### config.mk
export PLATFORM = sky130hd
export DESIGN_NAME = led_sequencer
export DESIGN_NICKNAME = d
export VERILOG_FILES = /design/src/rtl/led_sequencer.sv
export SDC_FILE = /design/constraint.sdc
export NUM_CORES = 1
export LEC_CHECK = 0
export ABC_AREA = 1
export BUFFER_PORTS_ARGS = -buffer_cell sky130_fd_sc_hd__buf_2
export CORE_MARGIN = 2
export CORE_UTILIZATION = 30
export CTS_CLUSTER_DIAMETER = 50
export DETAILED_ROUTE_END_ITERATION = 8
export PLACE_DENSITY = 0.51
export SLEW_MARGIN = 5
export SYNTH_ARGS = -nofsm -noshare
export SYNTH_HDL_FRONTEND = slang
export SYNTH_SLANG_ARGS = --single-unit
export TNS_END_PERCENT = 10
### constraint.sdc
create_clock -name clock -period 2.1 [get_ports clock]
set_clock_uncertainty 0.15 [all_clocks]
set_input_delay 0.525 -clock clock [delete_from_list [all_inputs] [get_ports clock]]
set_output_delay 0.525 -clock clock [all_outputs]
set_load 0.1 [all_outputs]
### src/rtl/led_sequencer.sv
`default_nettype none
// ============================================================================
// Module      : led_sequencer
// Description : Multi-channel LED pattern/PWM sequencer with staged config.
//               Optional PWM mode is built when LED_SEQ_PWM_EN is defined.
// Revision    : 1.0 - initial release
// ============================================================================
module led_sequencer #(
  parameter int CHANNELS = 6,
  parameter int STEP_W   = 4,
  parameter int TICK_DIV = 10000000,
  parameter int PWM_W    = 4
) (
  input  logic                     clock,
  input  logic                     reset,
  input  logic [CHANNELS-1:0]      led_enable,
  input  logic                     mtne_mode,
  input  logic                     cfg_valid,
  output logic                     cfg_ready,
  input  logic [3:0]               cfg_chan,
  input  logic [1:0]               cfg_mode,
  input  logic [(1<<STEP_W)-1:0]   cfg_pattern,
  output logic [CHANNELS-1:0]      led_output,
  output logic [STEP_W-1:0]        step_index,
  output logic                     cfg_error
);

  localparam int              STEPS      = 1 << STEP_W;
  localparam int              PRE_W      = $clog2(TICK_DIV);
  localparam logic [PRE_W-1:0] C_PRE_LAST = PRE_W'(TICK_DIV - 1);
  localparam logic [4:0]      C_NCHAN    = 5'(CHANNELS);
  localparam logic [1:0]      C_MODE_OFF = 2'b00;
  localparam logic [1:0]      C_MODE_ON  = 2'b01;
  localparam logic [1:0]      C_MODE_PAT = 2'b10;

  logic [PRE_W-1:0]    presc_q, presc_d;
  logic [STEP_W-1:0]   step_q, step_d;
  logic                w_tick;

  logic                stg_valid_q, stg_valid_d;
  logic [3:0]          stg_chan_q, stg_chan_d;
  logic [1:0]          stg_mode_q, stg_mode_d;
  logic [STEPS-1:0]    stg_pat_q, stg_pat_d;
  logic                err_q, err_d;
  logic                w_accept, w_bad, w_apply;

  logic [CHANNELS-1:0] led_q, led_d;

  assign w_tick  = (presc_q == C_PRE_LAST);
  assign presc_d = w_tick ? '0 : presc_q + 1'b1;
  assign step_d  = w_tick ? step_q + 1'b1 : step_q;

  always_ff @(posedge clock) begin
    if (reset) begin
      presc_q <= '0;
      step_q  <= '0;
    end else begin
      presc_q <= presc_d;
      step_q  <= step_d;
    end
  end

`ifdef LED_SEQ_PWM_EN
  logic [PWM_W-1:0] pwm_cnt_q;

  always_ff @(posedge clock) begin
    if (reset) pwm_cnt_q <= '0;
    else       pwm_cnt_q <= pwm_cnt_q + 1'b1;
  end
`endif

  // Ready is forced high during reset because the slot is being discarded.
  assign cfg_ready = ~stg_valid_q | reset;
  assign w_accept  = cfg_valid & cfg_ready;
  assign w_bad     = ({1'b0, cfg_chan} >= C_NCHAN);
  assign w_apply   = stg_valid_q & w_tick;

  always_comb begin
    stg_valid_d = stg_valid_q;
    stg_chan_d  = stg_chan_q;
    stg_mode_d  = stg_mode_q;
    stg_pat_d   = stg_pat_q;
    err_d       = 1'b0;
    if (w_apply) begin
      stg_valid_d = 1'b0;
    end
    if (w_accept) begin
      if (w_bad) begin
        err_d = 1'b1;
      end else begin
        stg_valid_d = 1'b1;
        stg_chan_d  = cfg_chan;
        stg_mode_d  = cfg_mode;
        stg_pat_d   = cfg_pattern;
      end
    end
  end

  always_ff @(posedge clock) begin
    if (reset) begin
      stg_valid_q <= 1'b0;
      stg_chan_q  <= '0;
      stg_mode_q  <= '0;
      stg_pat_q   <= '0;
      err_q       <= 1'b0;
    end else begin
      stg_valid_q <= stg_valid_d;
      stg_chan_q  <= stg_chan_d;
      stg_mode_q  <= stg_mode_d;
      stg_pat_q   <= stg_pat_d;
      err_q       <= err_d;
    end
  end

  for (genvar i = 0; i < CHANNELS; i++) begin : g_chan
    localparam logic [STEPS-1:0] C_RST_PAT =
      {{(STEPS-1){1'b0}}, 1'b1} << ((i + 1) % STEPS);

    logic [1:0]       mode_q;
    logic [STEPS-1:0] pat_q;
    logic             w_hit, w_pwm_on, w_drive;

    assign w_hit = w_apply && (stg_chan_q == 4'(i));

    always_ff @(posedge clock) begin
      if (reset) begin
        mode_q <= C_MODE_PAT;
        pat_q  <= C_RST_PAT;
      end else if (w_hit) begin
        mode_q <= stg_mode_q;
        pat_q  <= stg_pat_q;
      end
    end

`ifdef LED_SEQ_PWM_EN
    assign w_pwm_on = (pwm_cnt_q < pat_q[PWM_W-1:0]);
`else
    assign w_pwm_on = pat_q[step_q];
`endif

    always_comb begin
      w_drive = 1'b0;
      if (mtne_mode) begin
        w_drive = 1'b1;
      end else if (led_enable[i]) begin
        case (mode_q)
          C_MODE_OFF: w_drive = 1'b0;
          C_MODE_ON:  w_drive = 1'b1;
          C_MODE_PAT: w_drive = pat_q[step_q];
          default:    w_drive = w_pwm_on;
        endcase
      end
    end

    assign led_d[i] = w_drive;
  end

  always_ff @(posedge clock) begin
    if (reset) led_q <= '0;
    else       led_q <= led_d;
  end

  assign led_output = led_q;
  assign step_index = step_q;
  assign cfg_error  = err_q;

endmodule
`default_nettype wire
==> impl_metrics.csv, run 1 <==
group,metric,value,unit
layout,stdcell_area,0.009149,mm²
timing,layout_min_cycle_time,2.061,ns
setup_path,worst-setup-path-type,"reg2out",
route,drc,0,
die,die_h,164.2,µm
die,ios,44,
setup_path,path_max_fanout,6,
run_status,status,"completed",
placed_design,placed_area,0.008511,mm²
timing,drv_slew,0,
pwr,power,6748,µW
timing,setup_violations,0,
placed_design,dp.cells,1453,
route,viasPerCell,5.007,
layout,layout-drive-gt1-share,12.78,%
die,die_area,0.02696,mm²
die,die_w,164.2,µm
timing,final-hold-violation-count,0,
timing,finalCritPeriodShare,98.14,%
route,num_vias,7451,
route,post_drt_wl_per_cell,16.18,µm
logic_synthesis,ys_ff_latch,166,
global_routing,grt_max_degree,77,
clock_tree,cts_tree,"done",
setup_path,start_kind,"register",
placed_design,dp_hpwl,15.84,mm
placed_design,gp_congestion,0.8340,
logic_synthesis,synth_fp_nets,1147,
clock_tree,cts.sinks,166,
timing,fmax,485.2,MHz
route,drtAntennaViolNets,0,
pwr,peakVddDrop,0.0005352,V
layout,diodes,0,
clock_tree,clkTransAtPathRegs,0.06,ns
layout,final_cells,1488,
timing,hold_ws,0.2009,ns
clock_tree,cts_hold_buf,0,
global_routing,grt_pass1_wl,38.32,mm
worst_hold_path,worstHoldPathType,"in2reg",
clock_tree,cts_buffers,17,
die,start_util,30.57,%
timing,tightestPinTransition,0.4959,ns
logic_synthesis,yosysSeqAreaShare,43.17,%
setup_path,critPathCaptureType,"output port",
layout,fin_nets,1179,
logic_synthesis,synthArstFlopShare,0,%
route,finalWirelength,24.07,mm
logic_synthesis,yosys_warnings,0,
setup_path,r2r_setup_slack,0.08,ns
setup_path,crit_required,1.42,ns
logic_synthesis,synth.cell_area,0.007697,mm²
clock_tree,clk_latency,0.44,ns
clock_tree,root_buffer,"clkbuf_16",
clock_tree,cts_buffer_depth,2,
pwr,power_density,737.6,mW/mm²
timing,max_slew_margin,66.90,%
logic_synthesis,synth_cells,1113,
die,row_count,58,
setup_path,slowest_delay,0.52,ns
global_routing,grt_util_all_layers,18.34,%
pwr,p_leak,0.003402,µW
route,first_pass_iters,5,
route,drt_iter0_markers,527,
setup_path,rr_worst_depth,10,
global_routing,antenna_found_initial,0,
setup_path,critPathCapture,"step_index[2]",
global_routing,grt.overflow.total,0,
flow_run,cap_violations,0,
setup_path,timing.rr.end,"g_chan[5].mode_q[1]$_SDFFE_PP1P_",
global_routing,grt_pass1_vias,6857,
setup_path,cp-startpoint,"step_index[2]$_SDFFE_PP0N_",
logic_synthesis,syn_avg_cell_area,6.916,µm²
layout,syn_to_final_growth,18.86,%
logic_synthesis,ys.flop_type,"dfxtp_1",
setup_path,slowest_stage,"dfxtp_1",
setup_path,r2r-start,"presc_q[0]$_SDFF_PP0_",
logic_synthesis,synth_edf_count,0,
die,core-area,0.02518,mm²
placed_design,port_buffers,43,
setup_path,critPathArrivalTime,1.39,ns
clock_tree,h-tree-depth,4,
logic_synthesis,synth_cell_types,33,
setup_path,path_cells,"buf_4, buf_12",
[power breakdown]
part	leakage, µW	internal, µW	switching, µW
clock network	0.000273	1710	1390
registers	0.00135	3190	72.9
logic	0.00178	102	291
total	0.00340	5000	1750
[stage by stage]
stage          worst slack [ns]  setup TNS [ns]  util [%]
2_1_floorplan           0.07815               0         -
3_3_place_gp             0.1489               0     33.80
3_5_place_dp            0.07691               0     33.80
4_1_cts                 0.01870               0     36.08
5_1_grt               -0.002269       -0.004257     36.33
6_report                0.03903               0     36.33
[cell usage in the layout, fill, tap and decap left out, types with 25 or more instances in the layout]
| cell type | instances |
|---|---|
| nand2_1 | 313 |
| nor2_1 | 105 |
| o21ai_0 | 25 |
| buf_2 | 38 |
| a21oi_1 | 106 |
| buf_4 | 32 |
| dfxtp_1 | 161 |
| nand4_1 | 83 |
| nand3_1 | 115 |
| inv_1 | 51 |
[worst max-delay path, delay by kind of cell (launching register included)]
kind     cells  cell delay [ns]
flops        1             0.52
buf+inv      2             0.44
[kinds of logic after synthesis]
kind of cell / share of synthesized area [%]
and+or+nand+nor: 38.13
DFF: 43.17
AOI/OAI and AO/OA: 10.14
buffers and inverters: 7.315
xor gates and xnor gates: 0.9103
adders and majority gates: 0.3250
[cell type report]
type / instances / area [µm²]
repair buffers: 88 / 755.7
clock inverters: 13 / 122.6
inverters: 61 / 229.0
fillers: 2760 / 16030
flip-flops and latches: 166 / 3334
clock buffers: 19 / 452.9
multi-input cells: 811 / 3841
well taps: 330 / 412.9
[how the worst min path moves through the flow]
stage,depth (start not counted),slack [ns],to,from
6_report,3,0.20,cfg_error$_SDFF_PP0_,cfg_valid
5_1_grt,3,0.24,cfg_error$_SDFF_PP0_,cfg_valid
4_1_cts,3,0.20,cfg_error$_SDFF_PP0_,cfg_valid
3_5_place_dp,2,0.30,g_chan[2].pat_q[3]$_SDFFE_PP1P_,g_chan[2].pat_q[3]$_SDFFE_PP1P_
3_3_place_gp,2,0.30,g_chan[2].pat_q[3]$_SDFFE_PP1P_,g_chan[2].pat_q[3]$_SDFFE_PP1P_
2_1_floorplan,2,0.28,g_chan[2].pat_q[3]$_SDFFE_PP1P_,g_chan[2].pat_q[3]$_SDFFE_PP1P_
[sequential cells by signal, indices dropped and copies added (netlist names), 2 cells and up]
signal and flops:
presc_q 24, stg_mode_q 2, g_chan.pat_q 96, g_chan.mode_q 12, stg_pat_q 16, step_index 4, led_output 6, stg_chan_q 4
[repair_timing]
item                                    4_1_cts  5_1_grt
buffers inserted                              0        2
endpoints found under the setup margin        0      104
gates resized for setup                       0       13
[cell usage after synthesis (2+ instances only)]
cell / count / share of area (%)
a21oi_1: 106 / 6.9
nand4_1: 83 / 6.7
clkinv_1: 4 / 0.20
nor3b_1: 4 / 0.39
ha_1: 2 / 0.33
nand3_1: 115 / 7.5
dfxtp_1: 166 / 43
inv_1: 52 / 2.5
clkbuf_1: 49 / 2.4
xor2_1: 7 / 0.80
buf_6: 2 / 0.29
nand3b_1: 2 / 0.20
o21a_1: 6 / 0.59
o211ai_1: 8 / 0.78
o21ai_0: 25 / 1.6
nand2_1: 314 / 15
buf_1: 4 / 0.20
nand2_4: 3 / 0.44
buf_4: 5 / 0.49
inv_2: 5 / 0.24
nor3_4: 2 / 0.42
or2_2: 3 / 0.24
buf_2: 15 / 0.98
nor2_1: 105 / 5.1
nor3_1: 15 / 0.98
nor2_2: 4 / 0.33
[metal layers]
layer	part of all wire, %	up-vias	GRT usage [%]
met5	0	-	0
met4	1.7	0	5.343
met1	51	3477	26.99
li1	-	3783	-
met2	43	161	27.58
met3	3.9	30	2.702
Power figures use the tool's default switching activity.
==> run 2: changes to the inputs <==
clock period = 2.5 ns   (was 2.1 ns; I/O delays follow)
==> run 2 against run 1 <==
  * Sequential share of layout area up 0.81 points
  * Cell count down 1.2%
  * Hold slack better by 0.10 ns
  * Sequential power down 16%
  * Critical path depth down 1
  * First-iteration DRC count up 1.3%
  * Register-to-register slack better by 0.29 ns
==> impl_metrics.csv, run 2 (synthesized netlist as in run 1, its figures left out) <==
group,metric,value,unit
clock_tree,cts.sinks,166,
setup_path,r2r-start,"presc_q[0]$_SDFF_PP0_",
clock_tree,clkTransAtPathRegs,0.06,ns
pwr,p_comb_share,5.4,%
clock_tree,cts_tree,"done",
layout,final_cells,1470,
timing,drv_slew,0,
clock_tree,post_cts_resized,0,
die,die_area,0.02696,mm²
timing,final-hold-violation-count,0,
route,drc,0,
pwr,p_switching,1437,µW
die,die_h,164.2,µm
global_routing,grt_max_degree,77,
worst_hold_path,worstHoldPathCells,3,
setup_path,path_max_fanout,7,
clock_tree,post_cts_buffers,0,
setup_path,crit_required,1.73,ns
die,die_w,164.2,µm
worst_hold_path,worstHoldStart,"cfg_valid",
route,first_pass_iters,5,
die,start_util,30.57,%
die,row_count,58,
pwr,sw_frac_of_total,24.42,%
setup_path,path_buf_inv,1,
flow_run,cap_violations,0,
timing,rsz0062_at_grt,"no",
pwr,peakVddDrop,0.0003943,V
setup_path,critPathCaptureType,"output port",
pwr,clockPowerShare,48.0,%
clock_tree,cts_hold_buf,0,
timing,tightestPinTransition,0.8756,ns
setup_path,critPathArrivalTime,1.48,ns
clock_tree,cts_buffer_depth,2,
setup_path,r2r_setup_slack,0.37,ns
die,core-area,0.02518,mm²
timing,setup_violations,0,
setup_path,rr_worst_depth,9,
layout,nFillCells,2745,
global_routing,grt.overflow.total,0,
setup_path,timing.rr.end,"g_chan[4].pat_q[12]$_SDFFE_PP0P_",
placed_design,dp_hpwl,15.14,mm
pwr,power.internal,4447,µW
timing,hold_ws,0.3013,ns
layout,largest_reg_flops,96,
layout,fin_nets,1162,
timing,max_slew_margin,41.63,%
clock_tree,cts_buffers,17,
route,post_drt_wl_per_cell,16.26,µm
layout,top_register,"g_chan.pat_q",
route,drt_iter0_markers,534,
worst_hold_path,worstHoldPathType,"in2reg",
global_routing,grt_pass1_wl,38.40,mm
setup_path,path_cells,"buf_2",
pwr,p_leak,0.003290,µW
setup_path,critPathTopFamily,"flip-flops",
pwr,power_density,659.1,mW/mm²
pwr,power,5884,µW
layout,utilization,35.45,%
layout,syn_to_final_growth,15.98,%
pwr,seqPwrFrac,46.6,%
clock_tree,clk_latency,0.43,ns
layout,diodes,0,
layout,mostFrequentLayoutCells,"313 x nand2_1, 164 x dfxtp_1, 115 x nand3_1",
placed_design,gp_congestion,0.8106,
setup_path,worst-setup-path-type,"reg2out",
global_routing,grt_util_all_layers,18.33,%
timing,finalCritPeriodShare,90.18,%
timing,fmax,443.5,MHz
placed_design,port_buffers,43,
setup_path,start_kind,"register",
route,num_vias,7418,
placed_design,dp.cells,1439,
route,finalWirelength,23.90,mm
setup_path,slowest_stage,"dfxtp_1",
layout,layout-drive-gt1-share,10.88,%
timing,setup_tns,0,ns
route,viasPerCell,5.046,
global_routing,antenna_found_initial,0,
run_status,status,"completed",
clock_tree,root_buffer,"clkbuf_16",
setup_path,slowest_delay,0.54,ns
route,drtAntennaViolNets,0,
die,ios,44,
layout,reg_top3,"g_chan.pat_q x96, presc_q x24, stg_pat_q x16",
worst_hold_path,whs_endpoint,"cfg_error$_SDFF_PP0_",
layout,layout_commonest_cell,"nand2_1",
timing,layout_min_cycle_time,2.255,ns
global_routing,grt_pass1_vias,6786,
clock_tree,h-tree-depth,4,
-- run 2: changes by cell type in the layout (fill, tap and decap cells not counted), moves of 2 or more --
| cell | before | now |
|---|---|---|
| buf_4 | 32 | 24 |
| buf_6 | 4 | 0 |
| inv_6 | 4 | 1 |
| bufinv_16 | 1 | 4 |
| buf_12 | 14 | 7 |
| dfxtp_1 | 161 | 164 |
| dfxtp_4 | 2 | 0 |
| buf_2 | 38 | 40 |
-- run 2: layout make-up --
cell class | count | area [µm²] | area share (%)
clock inverters | 12 | 177.7 | 1.990
repair buffers | 71 | 520.5 | 5.830
multi-input cells | 811 | 3819 | 42.78
clock buffers | 19 | 442.9 | 4.961
flip-flops and latches | 166 | 3326 | 37.25
well taps | 330 | 412.9 | 4.625
inverters | 61 | 229.0 | 2.565
-- run 2: worst max-delay path by stage --
stage | depth (start not counted) | from | end
final | 1 | step_index[3]$_SDFFE_PP0N_ | step_index[3]
after global routing | 10 | presc_q[0]$_SDFF_PP0_ | g_chan[2].mode_q[1]$_SDFFE_PP1P_
after CTS | 1 | step_index[3]$_SDFFE_PP0N_ | step_index[3]
after detailed placement | 9 | presc_q[0]$_SDFF_PP0_ | g_chan[4].pat_q[2]$_SDFFE_PP0P_
after global placement | 9 | presc_q[0]$_SDFF_PP0_ | g_chan[4].pat_q[11]$_SDFFE_PP0P_
after floorplan | 10 | step_index[1]$_SDFFE_PP0N_ | led_output[5]$_SDFF_PP0_
-- run 2: per-layer routing --
layer | wire length (µm) | GRT usage (%) | up-vias
met2 | 10080 | 27.10 | 176
li1 | - | - | 3743
met3 | 1075 | 3.232 | 22
met1 | 12410 | 27.33 | 3477
met4 | 326 | 4.545 | 0
met5 | 0 | 0 | -
-- run 2: power groups by stage --
stage / combinational [µW] / clock [µW] / sequential [µW]
3_3_place_gp: 316 / 0 / 2800
6_report: 315 / 2830 / 2740
2_1_floorplan: 169 / 0 / 2810
3_5_place_dp: 315 / 0 / 2800
4_1_cts: 316 / 2880 / 2740
5_1_grt: 341 / 2980 / 2740
-- run 2: per-stage QoR --
stage                     cell area, µm²  setup slack (ns)
final                               8927            0.2454
after global routing                8927           0.09543
after CTS                           8927            0.2174
after detailed placement            8307            0.3736
after global placement              8307            0.4030
after floorplan                     7700            0.1619
==> run 3: changes to the inputs <==
--- a/config.mk
+++ b/config.mk
@@ -13,2 +13,3 @@
 export DETAILED_ROUTE_END_ITERATION = 8
+export HOLD_SLACK_MARGIN = 0.15
 export PLACE_DENSITY = 0.51
--- a/constraint.sdc
+++ b/constraint.sdc
@@ -4,2 +4,2 @@
 set_output_delay 0.625 -clock clock [all_outputs]
-set_load 0.1 [all_outputs]
+set_load 0.02 [all_outputs]
==> run 3 against run 2 <==
  * Flip-flop and latch count unchanged
  * Clock power down 3%
  * Setup slack worse by 0.025 ns
  * Die area unchanged
  * Maximum frequency down 1.1%
  * Core utilization down 0.17 points
  * Combinational power down 11%
  * Critical path type unchanged
  * Critical endpoint is now step_index[1]
  * Largest cell class unchanged
  * Largest power group unchanged
==> impl_metrics.csv, run 3 (synthesized netlist as in run 1, its figures left out) <==
group,metric,value,unit
route,drt_iter0_markers,598,
layout,reg_top3,"g_chan.pat_q x96, presc_q x24, stg_pat_q x16",
timing,rsz0062_at_grt,"no",
timing,finalCritPeriodShare,91.20,%
route,post_drt_wl_per_cell,16.56,µm
clock_tree,clkTransAtPathRegs,0.06,ns
layout,top_register,"g_chan.pat_q",
worst_hold_path,worstHoldStart,"cfg_pattern[3]",
global_routing,grt_max_degree,77,
timing,setup_tns,0,ns
route,num_vias,7439,
timing,setup_violations,0,
clock_tree,cts_buffers,17,
setup_path,timing.rr.end,"g_chan[2].mode_q[1]$_SDFFE_PP1P_",
worst_hold_path,worstHoldPathType,"in2reg",
placed_design,dp_hpwl,15.80,mm
clock_tree,clk_latency,0.43,ns
layout,layout-drive-gt1-share,10.95,%
clock_tree,post_cts_buffers,0,
die,die_w,164.2,µm
setup_path,r2r_setup_slack,0.31,ns
placed_design,port_buffers,43,
pwr,power_density,649.8,mW/mm²
clock_tree,cts_hold_buf,0,
route,drtAntennaViolNets,0,
setup_path,crit_required,1.73,ns
global_routing,grt_util_all_layers,18.75,%
setup_path,start_kind,"register",
die,die_area,0.02696,mm²
timing,layout_min_cycle_time,2.280,ns
run_status,status,"completed",
layout,diodes,0,
die,row_count,58,
die,start_util,30.57,%
route,finalWirelength,24.38,mm
placed_design,gp_congestion,0.8412,
route,first_pass_iters,7,
layout,layout_commonest_cell,"nand2_1",
setup_path,critPathCaptureType,"output port",
route,drc,0,
die,core-area,0.02518,mm²
worst_hold_path,worstHoldPathCells,3,
global_routing,grt_pass1_vias,6993,
die,die_h,164.2,µm
global_routing,grt_pass1_wl,39.21,mm
global_routing,grt.overflow.total,0,
clock_tree,cts.sinks,166,
timing,max_slew_margin,60.26,%
timing,tightestPinTransition,0.5924,ns
route,viasPerCell,5.054,
clock_tree,cts_buffer_depth,2,
setup_path,rr_worst_depth,10,
worst_hold_path,whs_endpoint,"stg_pat_q[3]$_SDFFE_PP0P_",
pwr,peakVddDrop,0.0004858,V
global_routing,antenna_found_initial,0,
die,ios,44,
layout,largest_reg_flops,96,
timing,drv_slew,0,
clock_tree,cts_tree,"done",
setup_path,r2r-start,"presc_q[0]$_SDFF_PP0_",
layout,mostFrequentLayoutCells,"314 x nand2_1, 164 x dfxtp_1, 115 x nand3_1",
layout,syn_to_final_growth,15.41,%
setup_path,worst-setup-path-type,"reg2out",
clock_tree,root_buffer,"clkbuf_16",
clock_tree,post_cts_resized,0,
setup_path,path_max_fanout,19,
setup_path,critPathArrivalTime,1.51,ns
flow_run,cap_violations,0,
pwr,power,5773,µW
timing,final-hold-violation-count,0,
timing,fmax,438.6,MHz
layout,fin_nets,1163,
layout,nFillCells,2705,
clock_tree,h-tree-depth,4,
pwr,p_leak,0.003274,µW
run 3: cell types whose count changed in the layout (fill, tap and decap cells not counted):
cell	before	now
inv_6	1	2
buf_12	7	5
clkinvlp_4	4	5
buf_2	40	43
nand2_2	1	0
bufinv_16	4	3
clkbuf_8	1	0
nand2_1	313	314
inv_8	0	1
run 3: critical path, cell delays in order (launching register included):
cell     delay, ns
dfxtp_1       0.64
buf_12        0.24
buf_2         0.19
run 3: area by class of cell:
cell class                      instances  area (µm²)  area share, %
Clock inverter                         14       175.2          1.972
Timing Repair Buffer                   72       495.5          5.577
Tap cell                              330       412.9          4.648
Inverter                               61       229.0          2.577
Sequential cell                       166        3326          37.44
Clock buffer                           18       429.2          4.831
Multi-Input combinational cell        811        3816          42.96
run 3: metal layers:
layer / routed length, µm / share of wire, % / track usage, %
met4: 391 / 1.6 / 4.785
met5: 0 / 0 / 0
met2: 10650 / 44 / 28.70
met3: 1237 / 5.1 / 3.409
met1: 12100 / 50 / 27.04
run 3: stage by stage:
| stage | std cells | area, µm² | hold WS (ns) | setup WS [ns] | util (%) |
|---|---|---|---|---|---|
| global placement | 1440 | 8279 | 0.2955 | 0.3464 | 32.88 |
| floorplan | 1113 | 7697 | 0.2787 | 0.5606 | - |
| detailed placement | 1440 | 8279 | 0.3024 | 0.3208 | 32.88 |
| finish | 1472 | 8884 | 0.3009 | 0.2200 | 35.28 |
| CTS | 1472 | 8884 | 0.2895 | 0.1682 | 35.28 |
| global route | 1472 | 8884 | 0.3112 | 0.07566 | 35.28 |
run 3: where the power goes:
part	switching [µW]	total, µW	internal [µW]
combinational	204	279	75.2
sequential	62.3	2740	2680
clock	1170	2750	1580
total	1440	5770	4330
run 3: worst max path at each step:
| stage | from | endpoint | cells after the start |
|---|---|---|---|
| floorplan | reset | stg_pat_q[0]$_SDFFE_PP0P_ | 9 |
| global placement | presc_q[0]$_SDFF_PP0_ | g_chan[2].mode_q[1]$_SDFFE_PP1P_ | 10 |
| detailed placement | presc_q[0]$_SDFF_PP0_ | g_chan[2].pat_q[3]$_SDFFE_PP1P_ | 10 |
| CTS | step_index[1]$_SDFFE_PP0N_ | step_index[1] | 2 |
| global route | presc_q[0]$_SDFF_PP0_ | g_chan[3].mode_q[1]$_SDFFE_PP1P_ | 10 |
| finish | step_index[1]$_SDFFE_PP0N_ | step_index[1] | 2 |
